==> src/rtl/mole_round_ctrl.sv <==
// Whack-a-mole round sequencer: countdown, timed play with LFSR mole pick and scoring, game-over hold.
// Optional build macro MISS_PENALTY_EN: in PLAY a press with no matching hit costs one point (floor 0).
//
// state | meaning
// IDLE  | waiting for start, everything cleared
// COUNT | pre-game countdown, sec_left counts COUNTDOWN_SEC..1
// PLAY  | round running, moles raised/scored, sec_left counts ROUND_SEC..1
// DONE  | game over, score held, restart on start
module mole_round_ctrl #(
   parameter int NUM_MOLES     = 8,
   parameter int COUNTDOWN_SEC = 5,
   parameter int ROUND_SEC     = 30,
   parameter int TICKS_PER_SEC = 4,
   parameter int MOLE_UP_TICKS = 4,
   parameter int SCORE_W       = 8
) (
   input  logic                 clk,
   input  logic                 reset,
   input  logic                 tick,
   input  logic                 start,
   input  logic [NUM_MOLES-1:0] hit_btn,
   output logic [NUM_MOLES-1:0] mole_en,
   output logic [7:0]           sec_left,
   output logic [1:0]           state,
   output logic [SCORE_W-1:0]   score,
   output logic                 game_over
);

   localparam int IDX_W = $clog2(NUM_MOLES);
   localparam int SUB_W = (TICKS_PER_SEC > 1) ? $clog2(TICKS_PER_SEC) : 1;
   localparam int TMR_W = $clog2(MOLE_UP_TICKS + 1);
   localparam logic [SUB_W-1:0]     SUB_LAST = SUB_W'(TICKS_PER_SEC - 1);
   localparam logic [NUM_MOLES-1:0] MOLE_ONE = NUM_MOLES'(1);
   localparam logic [SCORE_W-1:0]   SCORE_MAX = {SCORE_W{1'b1}};

   typedef enum logic [1:0] {
      S_IDLE  = 2'd0,
      S_COUNT = 2'd1,
      S_PLAY  = 2'd2,
      S_DONE  = 2'd3
   } state_t;

   state_t               state_q, state_d;
   logic [SUB_W-1:0]     sub_q, sub_d;
   logic [7:0]           sec_q, sec_d;
   logic [SCORE_W-1:0]   score_q, score_d;
   logic [NUM_MOLES-1:0] mole_q, mole_d;
   logic [TMR_W-1:0]     tmr_q, tmr_d;
   logic [IDX_W-1:0]     prev_q, prev_d;
   logic [15:0]          lfsr_q, lfsr_d;
   logic                 game_over_q, game_over_d;

   logic                 lfsr_fb;
   logic [IDX_W-1:0]     cand;
   logic [IDX_W-1:0]     pick_idx;
   logic [NUM_MOLES-1:0] pick_mole;
   logic                 sub_wrap;
   logic                 last_sec;
   logic                 hit_match;

   // Fibonacci taps 16,14,13,11 on a left-shifting register
   assign lfsr_fb   = lfsr_q[15] ^ lfsr_q[13] ^ lfsr_q[12] ^ lfsr_q[10];
   assign cand      = lfsr_q[IDX_W-1:0];
   assign pick_idx  = (cand == prev_q) ? cand + IDX_W'(1) : cand;
   assign pick_mole = MOLE_ONE << pick_idx;
   assign sub_wrap  = tick && (sub_q == SUB_LAST);
   assign last_sec  = sub_wrap && (sec_q == 8'd1);
   assign hit_match = |(hit_btn & mole_q);

   always_ff @(posedge clk) begin
      if (!reset) begin
         state_q     <= S_IDLE;
         sub_q       <= '0;
         sec_q       <= '0;
         score_q     <= '0;
         mole_q      <= '0;
         tmr_q       <= '0;
         prev_q      <= '0;
         lfsr_q      <= 16'hACE1;
         game_over_q <= 1'b0;
      end else begin
         state_q     <= state_d;
         sub_q       <= sub_d;
         sec_q       <= sec_d;
         score_q     <= score_d;
         mole_q      <= mole_d;
         tmr_q       <= tmr_d;
         prev_q      <= prev_d;
         lfsr_q      <= lfsr_d;
         game_over_q <= game_over_d;
      end
   end

   always_comb begin
      state_d = state_q;
      sub_d   = sub_q;
      sec_d   = sec_q;
      score_d = score_q;
      mole_d  = mole_q;
      tmr_d   = tmr_q;
      prev_d  = prev_q;
      lfsr_d  = {lfsr_q[14:0], lfsr_fb};

      // shared seconds countdown for COUNT and PLAY; the last-second wrap is handled per state
      if ((state_q == S_COUNT || state_q == S_PLAY) && tick) begin
         sub_d = sub_wrap ? '0 : sub_q + SUB_W'(1);
         if (sub_wrap && !last_sec)
            sec_d = sec_q - 8'd1;
      end

      case (state_q)
         S_IDLE, S_DONE: begin
            mole_d = '0;
            if (start) begin
               state_d = S_COUNT;
               sec_d   = 8'(COUNTDOWN_SEC);
               sub_d   = '0;
            end
         end
         S_COUNT: begin
            if (last_sec) begin
               state_d = S_PLAY;
               sec_d   = 8'(ROUND_SEC);
               score_d = '0;
               mole_d  = pick_mole;
               prev_d  = pick_idx;
               tmr_d   = TMR_W'(MOLE_UP_TICKS);
            end
         end
         S_PLAY: begin
            if (hit_match) begin
               if (score_q != SCORE_MAX)
                  score_d = score_q + SCORE_W'(1);
               mole_d = '0;
            end else begin
`ifdef MISS_PENALTY_EN
               if ((|hit_btn) && (score_q != '0))
                  score_d = score_q - SCORE_W'(1);
`endif
               if (tick) begin
                  if (mole_q != '0) begin
                     tmr_d = tmr_q - TMR_W'(1);
                     if (tmr_q == TMR_W'(1))
                        mole_d = '0;
                  end else begin
                     mole_d = pick_mole;
                     prev_d = pick_idx;
                     tmr_d  = TMR_W'(MOLE_UP_TICKS);
                  end
               end
            end
            if (last_sec) begin
               state_d = S_DONE;
               sec_d   = '0;
               mole_d  = '0;
            end
         end
         default: state_d = S_IDLE;
      endcase

      game_over_d = (state_d == S_DONE);
   end

   assign mole_en   = mole_q;
   assign sec_left  = sec_q;
   assign state     = state_q;
   assign score     = score_q;
   assign game_over = game_over_q;

endmodule

==> config.mk <==
export PLATFORM = sky130hd
export DESIGN_NAME = mole_round_ctrl
export DESIGN_NICKNAME = d
export VERILOG_FILES = /design/src/rtl/mole_round_ctrl.sv
export SDC_FILE = /design/constraint.sdc
export NUM_CORES = 1
export LEC_CHECK = 0
export CAP_MARGIN = 20
export CORE_MARGIN = 1.5
export CORE_UTILIZATION = 45
export DETAILED_ROUTE_END_ITERATION = 6
export GPL_ROUTABILITY_DRIVEN = 0
export PLACE_DENSITY = 0.65
export SLEW_MARGIN = 20
export SYNTH_ARGS = -nofsm -noshare
export SYNTH_HDL_FRONTEND = slang
export SYNTH_SLANG_ARGS = --single-unit
==> constraint.sdc <==
create_clock -name clk -period 3.86 [get_ports clk]
set_input_delay 0.772 -clock clk [delete_from_list [all_inputs] [get_ports clk]]
set_output_delay 0.772 -clock clk [all_outputs]
set_load 0.05 [all_outputs]
==> results of run 1 <==
-- cell usage in the layout, fill, tap and decap left out, types with 10 or more instances in the layout --
| master | synthesis | final |
|---|---|---|
| nand2_1 | 27 | 27 |
| nand3_1 | 12 | 12 |
| dfxtp_1 | 51 | 51 |
| nor3_1 | 12 | 12 |
| a21oi_1 | 20 | 20 |
| o21ai_0 | 10 | 10 |
| and2_1 | 10 | 10 |
| clkdlybuf4s50_1 | 0 | 38 |
| nor2_1 | 15 | 15 |
| inv_1 | 11 | 11 |
-- how the worst max path moves through the flow --
stage / endpoint / slack, ns
2_1_floorplan: score[6]$_SDFFE_PN0P_ / 0.92
3_3_place_gp: score[5]$_SDFFE_PN0P_ / 0.66
3_5_place_dp: score[5]$_SDFFE_PN0P_ / 0.59
4_1_cts: score[5]$_SDFFE_PN0P_ / 0.92
5_1_grt: score[6]$_SDFFE_PN0P_ / 0.78
6_report: score[5]$_SDFFE_PN0P_ / 0.91
-- kinds of logic (layout without fill, tap and decap cells) --
family,count (synthesis),count (layout),synth area share
buffers and inverters,23,59,0.0389
and+or+nand+nor,114,114,0.249
muxes,7,7,0.0291
DFF,51,51,0.417
xor gates and xnor gates,15,15,0.0537
adders and majority gates,9,9,0.0460
AOI/OAI and AO/OA,60,60,0.166
-- where the power goes --
group,internal (uW),switching [uW]
clock network,134,191
registers,547,18.1
logic,75.1,104
total,756,313
-- Yosys cell counts (8+ instances only) --
cell | instances | share of area
nand2b_1 | 9 | 0.023
ha_1 | 9 | 0.046
nand3_1 | 12 | 0.025
xor2_1 | 8 | 0.029
nor3_1 | 12 | 0.025
a21oi_1 | 20 | 0.041
nor2_1 | 15 | 0.023
dfxtp_1 | 51 | 0.42
clkbuf_1 | 9 | 0.014
inv_1 | 11 | 0.017
or4_1 | 8 | 0.025
o21ai_0 | 10 | 0.020
nand2_1 | 27 | 0.041
and2_1 | 10 | 0.026
-- critical path: cells and delay by family --
family | cells | cell delay, ns
simple gates | 3 | 1.13
buf+inv | 1 | 0.60
compound gates | 2 | 0.67
-- sequential cells by signal, indices dropped and copies added (netlist names) --
name       flops
sec_left       8
tmr_q          3
state          2
score          8
sub_q          2
game_over      1
mole_en        8
prev_q         3
lfsr_q        16
-- routing by layer --
metal,vias to the layer above,track usage
met4,0,0.0500
met1,978,0.249
li1,1077,-
met2,26,0.294
met3,2,0.0393
met5,-,0
-- area by class of cell --
type | instances | share of cell area
clock buffer | 5 | 0.0232
inverter | 12 | 0.0152
tap | 70 | 0.0295
multi-input combinational | 205 | 0.449
sequential | 51 | 0.344
clock inverter | 3 | 0.00885
timing repair buffer | 39 | 0.131
-- stage by stage --
stage               utilization  area (um2)  power, uW  hold slack, ns
finish                    0.574        2970       1070           0.420
global placement          0.555        2870        756           0.389
detailed placement        0.555        2870        757           0.394
global route              0.574        2970       1130           0.448
CTS                       0.574        2970       1080           0.421
floorplan                     -        2450        708           0.386
==> results.md, run 1 <==
- Post-DRT Antenna Nets: 0
- Clock buffer depth: 2
- Resized Gates After CTS: 0
- CP startpoint: tick
- Num CTS Buffers: 5
- Min-delay src: lfsr_q[9]$_SDFF_PN0_
- Non-Filler Instances: 385
- Hold Crit Class: reg2reg
- CTS tree: built
- Post-synth ARST share: 0
- DR WL met2: 2.30 mm
- Die H: 76.7 um
- Fill cells: 470
- Max IR drop VDD: 0.000252 V
- Top sig layer: met4
- WHS Path Cells: 1
- Setup CP Type: in2reg
- Synth Area per Inst: 8.77 um2
- Multi-input gate area: 1330 um2
- Power Density: 360 nW/um2
- Share of post-route cells with drive strength above 1: 0.0603
- Core area: 5170 um2
- Worst path max stage delay: 0.60 ns
- Total wire length: 5.08 mm
- Crit end category: register
- CP cell instances: clkdlybuf4s50_1 -> nand2_1 -> or3_1 -> a221o_1 -> or4_1 -> a21oi_1
- Clock sinks: 51
- FF-to-FF path depth: 6
- H-tree Lvls: 2
- Outcome: completed
- Worst slack at placement: 0.595 ns
- Final hold vios: 0
- Period minus WS final: 2.95 ns
- DRT iter0 DRCs: 66
- Required @ worst endpoint: 4.10 ns
- DRT Pass-1 Iters: 7
- Post-synth top flop: dfxtp_1
- Ant. Diodes: 0
- Global-route wire length before repair: 8.87 mm
- Vias in the first global route: 1894
- Post-detailed-route via-to-cell ratio: 5.41
- Slowest CP cell: clkdlybuf4s50_1
- R2R Setup Slk: 1.08 ns
- Largest net degree at the start of global routing: 41
- Post-CTS Repair Setup Buffers: 0
- Sequential cell area: 1020 um2
- PortBufs: 38
- Initial Util: 0.473
- CTS root buf: clkbuf_8
- Max-slew violations: 0
- # nets final: 335
- Die width: 76.7 um
- Clk_lat worst skew: 0.30 ns
- RSZ-0062 raised after global routing: false
- Reg clk slew, reported paths: 0.10 ns
- Total GRT Usage: 0.184
- Critical Path AT: 3.19 ns
- Crit path max fanout: 13
- Cell count after placement: 377
- R2r endpoint: score[5]$_SDFFE_PN0P_
- Netlist cell types: 46
- DRC violations left: 0
- Antenna violations before repair: 0
- Post-detail-place hpwl: 3.62 mm
- Cell Area, Synth: 2450 um2
- Max cap viols: 0
- Synthesis-stage register bit count: 51
- Routed via count: 2083
- Ys Warns: 0
- TNS Setup: 0 ns
- Average routed wire per standard cell: 13.2 um
- Worst-margin pin slew: 0.733 ns
- Fmax: 0.339 GHz
- Startpoint Class: primary input
- LEAKAGE: 0.00108 uW
- Clk_skew: 0.00798 ns
- WL met3: 122 um
- Hold bufs inserted after CTS: 0
- Area growth, synth to finish: 21.3%
- Ports: 39
- Congestion Overflow GR: 0
- Sequential share of the synthesized area: 0.417
- Period Utilization, post-route: 0.764
- Setup ws final: 0.912 ns
- Mapped Nets: 300
- Final Setup Violations: 0
- Die Footprint: 5890 um2
- Site Rows: 26
- Gate Count Post-Synth: 279
- Reg2reg start: sec_left[0]$_SDFF_PN0_
- Hold EP: lfsr_q[10]$_SDFF_PN1_
- Max_slew headroom: 0.507
- Met1 wire length: 2.62 mm
- Number of synthesized flops with an enable pin: 0
Power figures use the tool's default switching activity.
==> run 2: changes to the inputs <==
clock period = 3 ns   (was 3.86 ns; I/O delays follow)
==> results.md, run 2 (synthesized netlist as in run 1, its figures left out) <==
- Outcome: completed
- Die Footprint: 5890 um2
- Final hold vios: 0
- Post-CTS Repair Setup Buffers: 0
- Die H: 76.7 um
- H-tree Lvls: 2
- Total GRT Usage: 0.189
- R2R Setup Slk: 0.29 ns
- Average routed wire per standard cell: 13.0 um
- Vias in the first global route: 1963
- CTS tree: built
- Fmax: 0.369 GHz
- Max_slew headroom: 0.561
- R2r endpoint: score[5]$_SDFFE_PN0P_
- DRT Pass-1 Iters: 4
- Hold Crit Class: reg2reg
- Congestion Overflow GR: 0
- Crit path max fanout: 13
- Area growth, synth to finish: 23.4%
- Routed via count: 2107
- Startpoint Class: register
- Min-delay src: lfsr_q[9]$_SDFF_PN0_
- Slowest CP cell: a221o_1
- DRC violations left: 0
- Post-DRT Antenna Nets: 0
- Reg2reg start: sec_left[0]$_SDFF_PN0_
- Clock sinks: 51
- Power Density: 482 nW/um2
- LEAKAGE: 0.00111 uW
- Period Utilization, post-route: 0.904
- Site Rows: 26
- PortBufs: 38
- FF-to-FF path depth: 6
- Clk_lat worst skew: 0.32 ns
- Initial Util: 0.473
- Core area: 5170 um2
- Ant. Diodes: 0
- Post-detailed-route via-to-cell ratio: 5.42
- WHS Path Cells: 1
- Clk_skew: 0.00959 ns
- Post-detail-place hpwl: 3.70 mm
- Max-slew violations: 0
- Share of post-route cells with drive strength above 1: 0.0721
- Num CTS Buffers: 5
- Antenna violations before repair: 0
- Period minus WS final: 2.71 ns
- Reg clk slew, reported paths: 0.10 ns
- # nets final: 339
- Max IR drop VDD: 0.000373 V
- Commonest non-fill, non-tap cell in the layout: dfxtp_1
- Required @ worst endpoint: 3.25 ns
- Register with the most flip-flops: lfsr_q
- CTS root buf: clkbuf_8
- TNS Setup: 0 ns
- Hold bufs inserted after CTS: 0
- Final Setup Violations: 0
- Hold EP: lfsr_q[10]$_SDFF_PN1_
- Resized Gates After CTS: 0
- Critical Path AT: 2.96 ns
- Max cap viols: 0
- Crit end category: register
- RSZ-0062 raised after global routing: false
- Clock buffer depth: 2
- Ports: 39
- Total wire length: 5.07 mm
- Die width: 76.7 um
- Final Power: 1460 uW
- Largest net degree at the start of global routing: 41
- Global-route wire length before repair: 9.06 mm
- Worst path max stage delay: 0.51 ns
- DRT iter0 DRCs: 95
- Worst-margin pin slew: 0.653 ns
- Commonest cells after routing, fill and taps aside: dfxtp_1, clkdlybuf4s50_1, nand2_1, a21oi_1, nor2_1
- Setup CP Type: reg2reg
- Fill cells: 465
- CP cell instances: ha_1 -> or3b_2 -> or3_1 -> a221o_1 -> or4_1 -> a21oi_1
- Largest register FFs: 16
[run 2: cell types whose count changed in the layout (fill, tap and decap cells not counted), sizes merged]
cell    delta
buf        +4
bufinv     +1
inv        -1
[run 2: cell type report]
type	instances	area, um2	share of cell area
Tap cell	70	87.6	0.0290
Clock buffer	5	68.8	0.0228
Timing Repair Buffer	43	418	0.138
Clock inverter	3	47.5	0.0157
Sequential cell	51	1020	0.338
Inverter	12	45.0	0.0149
Multi-Input combinational cell	205	1330	0.441
[run 2: per-layer routing]
metal	routed length, um	GRT usage	part of all wire
met1	2530	0.250	0.50
met2	2330	0.302	0.46
met3	121	0.0357	0.024
met4	90	0.0741	0.018
met5	0	0	0
[run 2: metrics by stage]
stage / std cells / utilization / setup WS (ns) / area (um2) / hold WS [ns]
2_1_floorplan: 279 / - / 0.0609 / 2450 / 0.386
3_3_place_gp: 381 / 0.561 / 0.204 / 2900 / 0.390
6_report: 389 / 0.584 / 0.289 / 3020 / 0.417
5_1_grt: 389 / 0.584 / 0.174 / 3020 / 0.448
4_1_cts: 389 / 0.584 / 0.293 / 3020 / 0.421
3_5_place_dp: 381 / 0.561 / 0.155 / 2900 / 0.399
[run 2: worst max path at each step]
stage / from / endpoint / cells past startpoint / slack, ns
finish: sec_left[0]$_SDFF_PN0_ / score[5]$_SDFFE_PN0P_ / 6 / 0.29
CTS: sec_left[0]$_SDFF_PN0_ / score[5]$_SDFFE_PN0P_ / 6 / 0.29
floorplan: sec_left[0]$_SDFF_PN0_ / score[6]$_SDFFE_PN0P_ / 8 / 0.06
detailed placement: tick / score[5]$_SDFFE_PN0P_ / 6 / 0.15
global route: sec_left[0]$_SDFF_PN0_ / score[5]$_SDFFE_PN0P_ / 6 / 0.17
global placement: tick / score[5]$_SDFFE_PN0P_ / 6 / 0.20
[run 2: critical path, delay by kind of cell, from the launching register on]
family                     cells  cell delay, ns
DFF                            1            0.45
AOI/OAI and AO/OA              2            0.66
adders and majority gates      1            0.19
and+or+nand+nor                3            1.35
[run 2: report_power, final]
group          switching (uW)  internal, uW
sequential               22.6           704
combinational             134           101
clock                     241           253
==> run 3: changes to the inputs <==
REMOVE_ABC_BUFFERS = 1   (was unset)
==> results.md, run 3 (synthesized netlist as in run 1, its figures left out) <==
- Int Pwr: 973 uW
- Total GRT Usage: 0.180
- Crit path max fanout: 13
- Commonest non-fill, non-tap cell in the layout: dfxtp_1
- Congestion Overflow GR: 0
- Clk network pwr share: 0.298
- Clock buffer depth: 2
- PortBufs: 38
- Commonest cells after routing, fill and taps aside: dfxtp_1, clkdlybuf4s50_1, nand2_1, a21oi_1, nor2_1
- Switching share of power: 0.291
- Clock sinks: 51
- # nets final: 338
- Post-detailed-route via-to-cell ratio: 5.35
- Setup CP Type: reg2reg
- Switching power: 399 uW
- Crit end category: register
- Cell count after placement: 380
- Largest register FFs: 16
- Clk_lat worst skew: 0.31 ns
- Post-detail-place hpwl: 3.65 mm
- Routed via count: 2077
- Outcome: completed
- DP Area: 2900 um2
- Ports: 39
- Max-slew violations: 0
- Initial Util: 0.473
- CTS root buf: clkbuf_8
- Final Setup Violations: 0
- Share of post-route cells with drive strength above 1: 0.0692
- Register with the most flip-flops: lfsr_q
- Core area: 5170 um2
- Startpoint Class: register
- Post-DRT Antenna Nets: 0
- Area growth, synth to finish: 22.0%
- DRC violations left: 0
- Comb pwr share: 0.171
- Non-Filler Instances: 388
- Vias in the first global route: 1869
- LEAKAGE: 0.00110 uW
- Average routed wire per standard cell: 12.8 um
- H-tree Lvls: 2
- Largest net degree at the start of global routing: 41
- Die Footprint: 5890 um2
- Final hold vios: 0
- CTS tree: built
- Sequential share of power: 0.530
- Post-CTS Repair Setup Buffers: 0
- Site Rows: 26
- Required @ worst endpoint: 3.24 ns
- Max cap viols: 0
- Max_slew headroom: 0.520
- Total wire length: 4.98 mm
- Ant. Diodes: 0
- Critical Path AT: 2.93 ns
- Die H: 76.7 um
- DRT Pass-1 Iters: 4
- TNS Setup: 0 ns
- Hold Slack: 0.419 ns
- Max IR drop VDD: 0.000243 V
- CP cell instances: ha_1 -> or3b_2 -> or3_1 -> a221o_1 -> or4_1 -> a21oi_1
- Resized Gates After CTS: 0
- Clk_skew: 0.00703 ns
- Period Utilization, post-route: 0.896
- Worst path max stage delay: 0.52 ns
- Hold Crit Class: reg2reg
- Slowest CP cell: or4_1
- Worst-margin pin slew: 0.714 ns
- Power Density: 459 nW/um2
- Period minus WS final: 2.69 ns
- Design area: 2990 um2
- DRT iter0 DRCs: 125
- Hold bufs inserted after CTS: 0
- Antenna violations before repair: 0
- Num CTS Buffers: 5
- RSZ-0062 raised after global routing: false
- Reg clk slew, reported paths: 0.10 ns
- Global-route wire length before repair: 8.63 mm
- Die width: 76.7 um
- Fmax: 0.372 GHz
run 3: cell count changes in the layout (fill, tap and decap cells not counted), sizes merged:
cell    before  now
bufinv       1    0
inv         12   13
buf          5    4
run 3: path summary, 6_finish.rpt:
path | startpoint | to | depth (start not counted) | slack, ns
setup reg to reg | sec_left[0]$_SDFF_PN0_ | score[5]$_SDFFE_PN0P_ | 6 | 0.31
hold reg to reg | lfsr_q[9]$_SDFF_PN0_ | lfsr_q[10]$_SDFF_PN1_ | 1 | 0.42
setup / recovery | sec_left[0]$_SDFF_PN0_ | score[5]$_SDFFE_PN0P_ | 6 | 0.31
hold / removal | lfsr_q[9]$_SDFF_PN0_ | lfsr_q[10]$_SDFF_PN1_ | 1 | 0.42
run 3: layer usage:
metal  vias up  track usage  wire (um)
met5         -            0          0
met4         0       0.0778        114
met3        11       0.0405        177
met2        47        0.278       2210
met1       936        0.240       2480
li1       1083            -          -
run 3: per-stage QoR:
stage	util	setup slack [ns]	power [uW]
detailed placement	0.560	0.156	978
global route	0.577	0.165	1450
finish	0.577	0.311	1370
global placement	0.560	0.203	974
floorplan	-	0.0575	901
CTS	0.577	0.300	1390
run 3: layout make-up:
cell class              instances  area, um2
repair buffers                 42        410
inverters                      12       45.0
well taps                      70       87.6
flip-flops and latches         51       1020
clock inverters                 3       22.5
multi-input cells             205       1330
clock buffers                   5       68.8
fillers                       486       2190
run 3: power groups by stage:
stage | sequential (uW) | combinational [uW] | clock, uW
after floorplan | 757 | 144 | 0
after global placement | 742 | 233 | 0
after detailed placement | 743 | 234 | 0
after CTS | 728 | 235 | 428
after global routing | 732 | 263 | 456
final | 727 | 235 | 409
run 3: critical path: cells and delay by family (launching register included):
family          cells  cell delay (ns)
simple gates        3             1.33
compound gates      2             0.65
flops               1             0.44
fa+ha+maj           1             0.19
